`config.mk`:
```
export PLATFORM = sky130hd
export DESIGN_NAME = vecgate_scheduler
export DESIGN_NICKNAME = d
export VERILOG_FILES = /design/src/rtl/vecgate_scheduler.sv
export SDC_FILE = /design/constraint.sdc
export NUM_CORES = 1
export LEC_CHECK = 0
export CAP_MARGIN = 30
export CORE_AREA = 2 2 55 96
export DETAILED_ROUTE_END_ITERATION = 10
export DIE_AREA = 0 0 57 98
export PLACE_DENSITY = 0.76
export SLEW_MARGIN = 10
export SYNTH_ARGS = -nofsm -noshare
export SYNTH_HDL_FRONTEND = slang
export SYNTH_SLANG_ARGS = --single-unit
```
`constraint.sdc`:
```
create_clock -name clk -period 7.3 [get_ports clk]
set_clock_uncertainty 0.2 [all_clocks]
set_input_delay 1.095 -clock clk [delete_from_list [all_inputs] [get_ports clk]]
set_output_delay 1.095 -clock clk [all_outputs]
set_load 0.005 [all_outputs]
```
`src/rtl/vecgate_scheduler.sv`:
```
// Round-robin scheduler time-sharing one 3-bit vector-logic unit among NREQ requesters.
// Flow is IDLE (arbitrate/capture) -> EXEC (compute/register) -> HOLD (wait for consumer).
module vecgate_scheduler #(
    parameter int NREQ = 3,
    parameter int IDW  = 3
) (
    input  logic                 clk,
    input  logic                 reset,
    input  logic [NREQ-1:0]      req,
    input  logic [3*NREQ-1:0]    req_a,
    input  logic [3*NREQ-1:0]    req_b,
    input  logic [2*NREQ-1:0]    req_op,
    output logic [NREQ-1:0]      gnt,
    output logic                 out_valid,
    input  logic                 out_ready,
    output logic [5:0]           out_data,
    output logic [IDW-1:0]       out_id,
    output logic                 out_err,
    output logic                 busy
);

    typedef enum logic [1:0] {IDLE, EXEC, HOLD} state_t;

    state_t            state_q, state_d;
    logic [IDW-1:0]    rr_q, rr_d;
    logic [IDW-1:0]    id_q, id_d;
    logic [2:0]        a_q, a_d, b_q, b_d;
    logic [1:0]        op_q, op_d;
    logic [NREQ-1:0]   gnt_q, gnt_d;
    logic              ov_q, ov_d;
    logic [5:0]        data_q, data_d;
    logic [IDW-1:0]    oid_q, oid_d;
    logic              err_q, err_d;

    logic [2*NREQ-1:0] req_rot;
    logic [IDW:0]      win_sum;
    logic [IDW-1:0]    win_id;
    logic [2:0]        a_sel, b_sel;
    logic [1:0]        op_sel;
    logic [NREQ-1:0]   win_oh;
    logic [5:0]        res;
    logic              res_err;

    // Rotate so bit 0 is the requester at the rr pointer; lowest set bit wins.
    assign req_rot = {req, req} >> rr_q;

    always_comb begin
        win_sum = {1'b0, rr_q};
        for (int k = NREQ - 1; k >= 0; k--) begin
            if (req_rot[k]) win_sum = {1'b0, rr_q} + (IDW+1)'(k);
        end
        if (win_sum >= (IDW+1)'(NREQ)) win_sum = win_sum - (IDW+1)'(NREQ);
        win_id = win_sum[IDW-1:0];
    end

    always_comb begin
        a_sel  = '0;
        b_sel  = '0;
        op_sel = '0;
        win_oh = '0;
        for (int i = 0; i < NREQ; i++) begin
            if (win_id == IDW'(i)) begin
                a_sel     = req_a[3*i +: 3];
                b_sel     = req_b[3*i +: 3];
                op_sel    = req_op[2*i +: 2];
                win_oh[i] = 1'b1;
            end
        end
    end

    always_comb begin
        res     = '0;
        res_err = 1'b0;
        case (op_q)
            2'b00:   res = {3'b000, a_q | b_q};
            2'b01:   res = {5'b0, (a_q != 3'b000) || (b_q != 3'b000)};
            2'b10:   res = {~b_q, ~a_q};
            default: res_err = 1'b1;
        endcase
    end

    always_comb begin
        state_d = state_q;
        rr_d    = rr_q;
        id_d    = id_q;
        a_d     = a_q;
        b_d     = b_q;
        op_d    = op_q;
        gnt_d   = '0;
        ov_d    = ov_q;
        data_d  = data_q;
        oid_d   = oid_q;
        err_d   = err_q;
        case (state_q)
            IDLE: begin
                if (|req) begin
                    id_d    = win_id;
                    a_d     = a_sel;
                    b_d     = b_sel;
                    op_d    = op_sel;
                    gnt_d   = win_oh;
                    state_d = EXEC;
                end
            end
            EXEC: begin
                data_d  = res;
                err_d   = res_err;
                oid_d   = id_q;
                ov_d    = 1'b1;
                state_d = HOLD;
            end
            HOLD: begin
                if (out_ready) begin
                    ov_d    = 1'b0;
                    rr_d    = (id_q == IDW'(NREQ - 1)) ? '0 : id_q + IDW'(1);
                    state_d = IDLE;
                end
            end
            default: state_d = IDLE;
        endcase
    end

    always_ff @(posedge clk) begin
        if (reset) begin
            state_q <= IDLE;
            rr_q    <= '0;
            id_q    <= '0;
            a_q     <= '0;
            b_q     <= '0;
            op_q    <= '0;
            gnt_q   <= '0;
            ov_q    <= 1'b0;
            data_q  <= '0;
            oid_q   <= '0;
            err_q   <= 1'b0;
        end else begin
            state_q <= state_d;
            rr_q    <= rr_d;
            id_q    <= id_d;
            a_q     <= a_d;
            b_q     <= b_d;
            op_q    <= op_d;
            gnt_q   <= gnt_d;
            ov_q    <= ov_d;
            data_q  <= data_d;
            oid_q   <= oid_d;
            err_q   <= err_d;
        end
    end

    assign gnt       = gnt_q;
    assign out_valid = ov_q;
    assign out_data  = data_q;
    assign out_id    = oid_q;
    assign out_err   = err_q;
    assign busy      = (state_q != IDLE);

endmodule

```
## Yosys cells after proc, flatten, opt, wreduce, memory -nomap -nowiden

Index checks and enable logic that the tools add are counted.
W data, S select, Z words.

- Register bits: 30
- Input bits: 30
- Output and inout port bits: 15
- Word-level logic and storage cells: 70

- Add/subtract/negate cells: 4
- Order comparisons: 1
- Equal/unequal tests: 9
- Shifts and indexed selects: 1
- Mux-type cells: 24
- Bitwise logic cells: 5
- Reductions and logical operators: 15

Operators by type and width:

| cell | count |
|---|---|
| $mux W3 | 8 |
| $pmux W6 S3 | 1 |
| $mux W4 | 3 |
| $mux W2 | 5 |
| $reduce_or A3 Y1 | 3 |
| $reduce_and A2 Y1 | 4 |
| $eq A3 B2 Y1 const B | 2 |
| $not A3 Y3 | 2 |
| $pmux W2 S3 | 1 |
| $reduce_bool A3 Y1 | 2 |
| $shr A6 B3 Y3 | 1 |
| $mux W1 | 5 |
| $add A3 B1 Y4 const B | 1 |
| $add A3 B2 Y4 const B | 1 |
| $eq A2 B1 Y1 const B | 2 |
| $eq A2 B2 Y1 const B | 2 |
| $ge A4 B2 Y1 const B | 1 |
| $logic_not A2 Y1 | 2 |
| $ne A2 B2 Y1 const B | 2 |
| $reduce_bool A2 Y1 | 2 |
| $add A3 B1 Y3 const B | 1 |
| $eq A3 B1 Y1 const B | 1 |
| $logic_not A3 Y1 | 1 |
| $or A3 B3 Y3 | 1 |
| 4 further kinds | 5 |

## Depth between registers and ports, before layout

- Depth in word-level cells: 10
- Mapped depth: 14
- Depth with buffers taken out: 11

## Worst setup path after synthesis

Ideal clock, no wire load.

- Kind: input port to flip-flop
- Start: input req[0]
- End: register a_q[0]
- Setup time: 0.134 ns
- Arrival: 3.252 ns
- Data required time: 6.966 ns
- Path slack: 3.715 ns
- Cell stages on the path: 13
- Path buffers: 4
- Cells stage by stage: buf_6 > nand3b_1 > nand3b_1 > o211a_1 > buf_4 > clkinv_2 > buf_4 > ha_1 > inv_1 > clkbuf_1 > o31ai_2 > a21o_1 > o221ai_1

- Word-level cells in the longest chain between the ends: 10
- Elaborated cells between the ends (all ways): 15
- Those cells by class: 1 x add/sub; 1 x order compare; 2 x eq/ne; 1 x shift; 7 x mux; 3 x reduce/logical

Ends and longest elaborated chain:

| item | line | text |
|---|---|---|
| start: declaration | 9 | `input logic [NREQ-1:0] req,` |
| $shr A6 B3 Y3 | 45 | `assign req_rot = {req, req} >> rr_q;` |
| $mux W4 (3 in a row) | 50 | `if (req_rot[k]) win_sum = {1'b0, rr_q} + (IDW+1)'(k);` |
| $ge A4 B2 Y1 or $sub A3 B2 Y3 (tied branches) | 52 | `if (win_sum >= (IDW+1)'(NREQ)) win_sum = win_sum - (IDW+1)'(NREQ);` |
| $mux W3 | 52 |  |
| $logic_not A3 Y1 | 62 | `if (win_id == IDW'(i)) begin` |
| $mux W3 (3 in a row) | 62 |  |
| end signal: assignment | 128 | `a_q <= '0;` |
| end signal: assignment | 140 | `a_q <= a_d;` |
| end: declaration | 27 | `logic [2:0] a_q, a_d, b_q, b_d;` |

Several ways; a longest one is shown, not always the timed one.
A chain may end at the register's enable or synchronous reset.

## Worst setup path in the final report

- Start: input req[2]
- End: register a_q[0]

Same word-level chain as after synthesis.

==> results.ini <==
[run_status]
status=completed

[detailed_routing]
drc_errors=0
wl_per_cell_um=14.1
routed_via_density=5.68
ant_nets=0
dr.pass1.iters=4
route.vias.total=2038
drt_wl_total_um=5070
drtIter0Drc=60

[sta]
fin_crit_ns=4.53
hold_violations=0
relSlewSlack_pct=52.8
slew_violations=0
final.period_utilization_pct=62.1
finalSetupTns_ns=0
final-setup-viol-count=0
max_freq_ghz=0.221
tightest_slew_ns=0.706
rsz0062_at_grt=false

[placed_design]
portBuffers=44
dp_hpwl_um=3790
place.gp.congestion=0.823
placed_cell_area_um2=2490
numPlacedInstances=351

[logic_synthesis]
synth_edf_count=0
synth_cell_type_count=63
synth_warnings=0
synth.avg_cell_area_um2=7.78
synthCells=269
synth-main-ff-cell=dfxtp_1
seq_area_frac_synth_pct=28.7
syn_area_um2=2090
async_flop_share_pct=0
ys_ff_latch=30
syn_nets=302

[cells_and_area]
syn_to_final_growth_pct=23.3
drive_gt1_share_pct=7.21
finish.instance_area_um2=2580
final_nets=337
antenna-diode-count=0
fin_cells=359

[flow_run]
drv_cap=0

[floorplanning]
start_util_pct=43.1
die_y_um=98
dieArea_um2=5590
ios=45
coreArea_um2=4850
fp-row-count=34
die_w_um=57

[grt]
grtUsageTotal_pct=18.5
grt_max_degree=26
grt_pass1_wl_um=8490
antenna_found_initial=0
grt_pass1_vias=1929
grt-ovfl-total=0

[power]
swShare_pct=31.8
pwr-share-clk_pct=27.5
peakVddDrop_v=0.000152
leakagePower_nw=0.932
total_power_mw=0.480
p_seq_share_pct=42.2
p_per_area_nw_per_um2=186
switchingPower_mw=0.153
p_int_mw=0.327
comb_power_share_pct=30.4

[min_path]
min_path_type=register to register

[clock_tree]
cts_sinks=30
cts_made_buffers=5
clk_pin_slew_ns=0.06
htreeDepth=2
cts.path.max_buffers=2
cts_root_buffer=clkbuf_8
cts_hold_buf=0
cts_tree=built
insertion_delay_ns=0.27
cts_resized=0
post_cts_buffers=0

[worst_setup_path]
cp_max_fo=18
critPathLaunchType=input pin
setup.worst_path.end_class=register
worst_ep_required_time_ns=7.29
critical_path_class=input pin to register
arrival_ns=4.52

-- area by class of cell --
class | instances | area [um^2]
fill | 509 | 2270
multi-input combinational | 207 | 1320
sequential | 30 | 601
timing repair buffer | 44 | 440
clock buffer | 7 | 86.3
tap | 54 | 67.6
inverter | 16 | 61.3
clock inverter | 1 | 5.00
-- stage by stage --
| step | worst slack [ns] | util, % | hold WS (ns) |
|---|---|---|---|
| 2_1_floorplan | 3.71 | - | 0.248 |
| 3_5_place_dp | 2.52 | 51.3 | 0.248 |
| 3_3_place_gp | 2.64 | 51.3 | 0.246 |
| 6_report | 2.77 | 53.2 | 0.254 |
| 5_1_grt | 2.56 | 53.2 | 0.285 |
| 4_1_cts | 2.79 | 53.2 | 0.256 |
-- state kept, by name, indices dropped and copies added (netlist names) --
signal / flops
state_q: 2
out_data: 6
gnt: 3
b_q: 3
out_valid: 1
id_q: 3
out_id: 3
a_q: 3
out_err: 1
op_q: 2
rr_q: 3
-- cells in the final DEF (no fill, tap or decap), types with 3 or more instances in the layout --
cell and n:
nor4b_1 7, nor3_1 9, o21ai_0 12, inv_1 12, mux2i_1 3, nor3b_1 8, a21oi_1 19, clkdlybuf4s50_1 44
nand3b_1 6, nand2b_1 5, o211ai_1 3, ha_1 3, a211oi_1 12, nand2_1 30, clkbuf_8 6, o221ai_1 8
a31oi_1 3, nor2b_1 5, dfxtp_1 30, nand3_1 5, nor2_1 24, o21ai_1 3
-- per-layer routing --
metal,wire length [um],GRT usage [%]
met1,2130,22.0
met2,2720,33.0
met3,147,2.52
met4,70,6.44
met5,0,0
-- logic make-up after synthesis --
| group | share of synthesized area, % |
|---|---|
| xor gates and xnor gates | 1.20 |
| adders and majority gates | 1.79 |
| AOI/OAI and AO/OA | 29.1 |
| and+or+nand+nor | 28.2 |
| muxes | 2.69 |
| DFF | 28.7 |
| buffers and inverters | 8.25 |
-- worst max-delay path, stage by stage --
cell and delay [ns]:
clkdlybuf4s50_1 0.71, nor3b_1 0.27, nand3b_1 0.16, o211a_1 0.34, clkinv_2 0.27, ha_1 0.39, inv_1 0.29, nor3_1 0.10
a311o_1 0.39, a21o_1 0.28, o221ai_1 0.21
-- worst paths after layout --
kind | startpoint | end | slack (ns) | cells past startpoint
setup / recovery | req[2] | a_q[0]$_SDFFE_PP0P_ | 2.77 | 11
hold / removal | out_err$_SDFFE_PP0P_ | out_err$_SDFFE_PP0P_ | 0.25 | 2
setup reg to reg | rr_q[1]$_SDFFE_PP0P_ | a_q[0]$_SDFFE_PP0P_ | 3.71 | 10
hold reg to reg | out_err$_SDFFE_PP0P_ | out_err$_SDFFE_PP0P_ | 0.25 | 2
-- power groups by stage --
stage	sequential, mW	combinational (mW)	clock, mW
after floorplan	0.197	0.106	0
final	0.202	0.146	0.132
after CTS	0.202	0.147	0.135
after global placement	0.205	0.144	0
after global routing	0.205	0.163	0.143
after detailed placement	0.206	0.146	0
-- synth_stat cells, types with 6 or more instances --
library cell	number	area share [%]
nand3b_1	6	2.2
o21ai_0	12	2.9
dfxtp_1	30	29
nor3_1	9	2.2
nor4b_1	7	2.9
a211oi_1	12	4.3
o221ai_1	8	3.3
nand2_1	30	5.4
nor2_1	24	4.3
nor3b_1	8	2.9
a21oi_1	19	4.5
inv_1	12	2.2
Power figures use the tool's default switching activity.
==> RTL change, RTL diff (same flow settings) <==
Register the output `out_err` once more; this adds one clock of latency there. The other outputs are not delayed to match.
--- a/src/rtl/vecgate_scheduler.sv
+++ b/src/rtl/vecgate_scheduler.sv
@@ -154,3 +154,5 @@
     assign out_id    = oid_q;
-    assign out_err   = err_q;
+    always_ff @(posedge clk) begin
+        out_err <= err_q;
+    end
     assign busy      = (state_q != IDLE);
Behaviour: not the same (a bounded check fails within 4 cycles, from zero or initial values and one cycle with reset high).
==> RTL change against the original RTL <==
  * Utilization increased by 0.21 points
  * Total power up 0.43%
  * Setup slack gained 34 ps
  * Routed wire length up 4.1%
  * Sequential cell count is 1 higher
  * Final area rose by 0.39%
  * Via count up 4.1%
  * Area after synthesis up 0.96%
  * Critical endpoint unchanged
==> RTL change: results (changes against the original RTL) <==
place:
  place_congestion: 0.864  # +5.0%
  dp_slack_ps: 2510  # -5.11 ps
  dp_hpwl_um: 3930  # +3.6%
  place_inst: 352  # +0.28%
  numPortBuffers: 44  # unchanged
worst_hold_path:
  min_to: "out_err"
  hp-start: "err_q"
  whs_path_depth: 0  # -2
critical_path:
  r2r_slack_ps: 3740  # +30 ps
  arrival_ps: 4510  # about the same
  worstPathMaxFanout: 18  # unchanged
  ff2ff_path_depth: 10  # unchanged
final_layout:
  final_cell_count_no_fill: 360  # +0.28%
  nFillCells: 499  # -2.0%
  final_nets: 338  # +0.30%
  drive_gt1_share_pct: 6.86  # -0.35 points
global_routing:
  grt_pass1_wl_um: 8870  # +4.5%
  grt_util_all_layers_pct: 19.5  # +1.0 points
  first_global_vias: 1972  # +2.2%
pwr:
  leakagePower_nw: 0.934  # +0.22%
  vdd_drop_max_mv: 0.118  # -22%
routing:
  wl_per_cell_um: 14.7  # +3.8%
  vias: 2122  # +4.1%
  drt_iter0_markers: 50  # -17%
yosys:
  syn_inst: 270  # +0.37%
  syn-num-nets: 303  # +0.33%
  ys.flop_type: "dfxtp_1"
  synth_area_leaders: "dfxtp_1 (29%), nand2_1 (5.3%), a21oi_1 (4.5%)"
  synthDominantCellAreaShare_pct: 29.4  # +0.68 points
  synth_common_cells: "dfxtp_1 (31), nand2_1 (30), nor2_1 (24), a21oi_1 (19)"
  synth-seq-area-share_pct: 29.4  # +0.68 points
clocking:
  cts_root_buf: "clkbuf_8"
  cts_resized: 0  # unchanged
status:
  run_status: "finished, final reports clean"
timing:
  hold_slack_ps: 155  # -99.9 ps
  worstMarginPinSlew_ps: 709  # +2.23 ps
RTL change: cell types whose count changed after synthesis, sizes merged:
cell	unedited run	this run
dfxtp	30	31
RTL change: cell type report:
class | instances | share of cell area (%)
Clock inverter | 1 | 0.193
Sequential cell | 31 | 24.0
Tap cell | 54 | 2.61
Timing Repair Buffer | 44 | 17.0
Clock buffer | 7 | 2.95
Multi-Input combinational cell | 207 | 50.9
Inverter | 16 | 2.37
RTL change: cell families after synthesis:
| family | share of synthesized area, % |
|---|---|
| XOR/XNOR | 1.19 |
| adder cells (fa/ha/maj) | 1.78 |
| buffers and inverters | 8.18 |
| AND/OR/NAND/NOR | 28.0 |
| AO/OA/AOI/OAI | 28.9 |
| multiplexers | 2.67 |
| flip-flops | 29.4 |
RTL change: metal layers:
metal | up-vias | global-route usage (%) | share of wire [%]
met5 | - | 0 | 0
met4 | 0 | 7.87 | 2.5
met3 | 13 | 3.31 | 4.1
met2 | 61 | 34.5 | 53
met1 | 986 | 22.6 | 41
li1 | 1062 | - | -
RTL change: metrics by stage:
step,utilization [%],instance area (sq um)
6_report,53.4,2590
5_1_grt,53.4,2590
4_1_cts,53.4,2590
3_5_place_dp,51.7,2510
3_3_place_gp,51.7,2510
2_1_floorplan,-,2110
RTL change: worst max-delay path by stage:
| stage | to | slack, ps | depth (start not counted) |
|---|---|---|---|
| 4_1_cts | a_q[0] | 2810 | 11 |
| 3_5_place_dp | a_q[0] | 2510 | 11 |
| 5_1_grt | a_q[0] | 2560 | 11 |
| 2_1_floorplan | a_q[0] | 3710 | 13 |
| 3_3_place_gp | a_q[0] | 2670 | 11 |
| 6_report | a_q[0] | 2800 | 11 |
RTL change: worst max-delay path: cells and delay by family:
| family | cells | cell delay, ps |
|---|---|---|
| buf+inv | 3 | 1270 |
| simple gates | 3 | 520 |
| compound gates | 4 | 1220 |
| fa+ha+maj | 1 | 400 |
RTL change: report_power, final:
part	switching [mW]	internal (mW)	total, mW	leakage (nW)
registers	0.0209	0.187	0.208	0.253
clock network	0.0603	0.0667	0.127	0.0422
logic	0.0773	0.0699	0.147	0.638
total	0.158	0.324	0.482	0.934
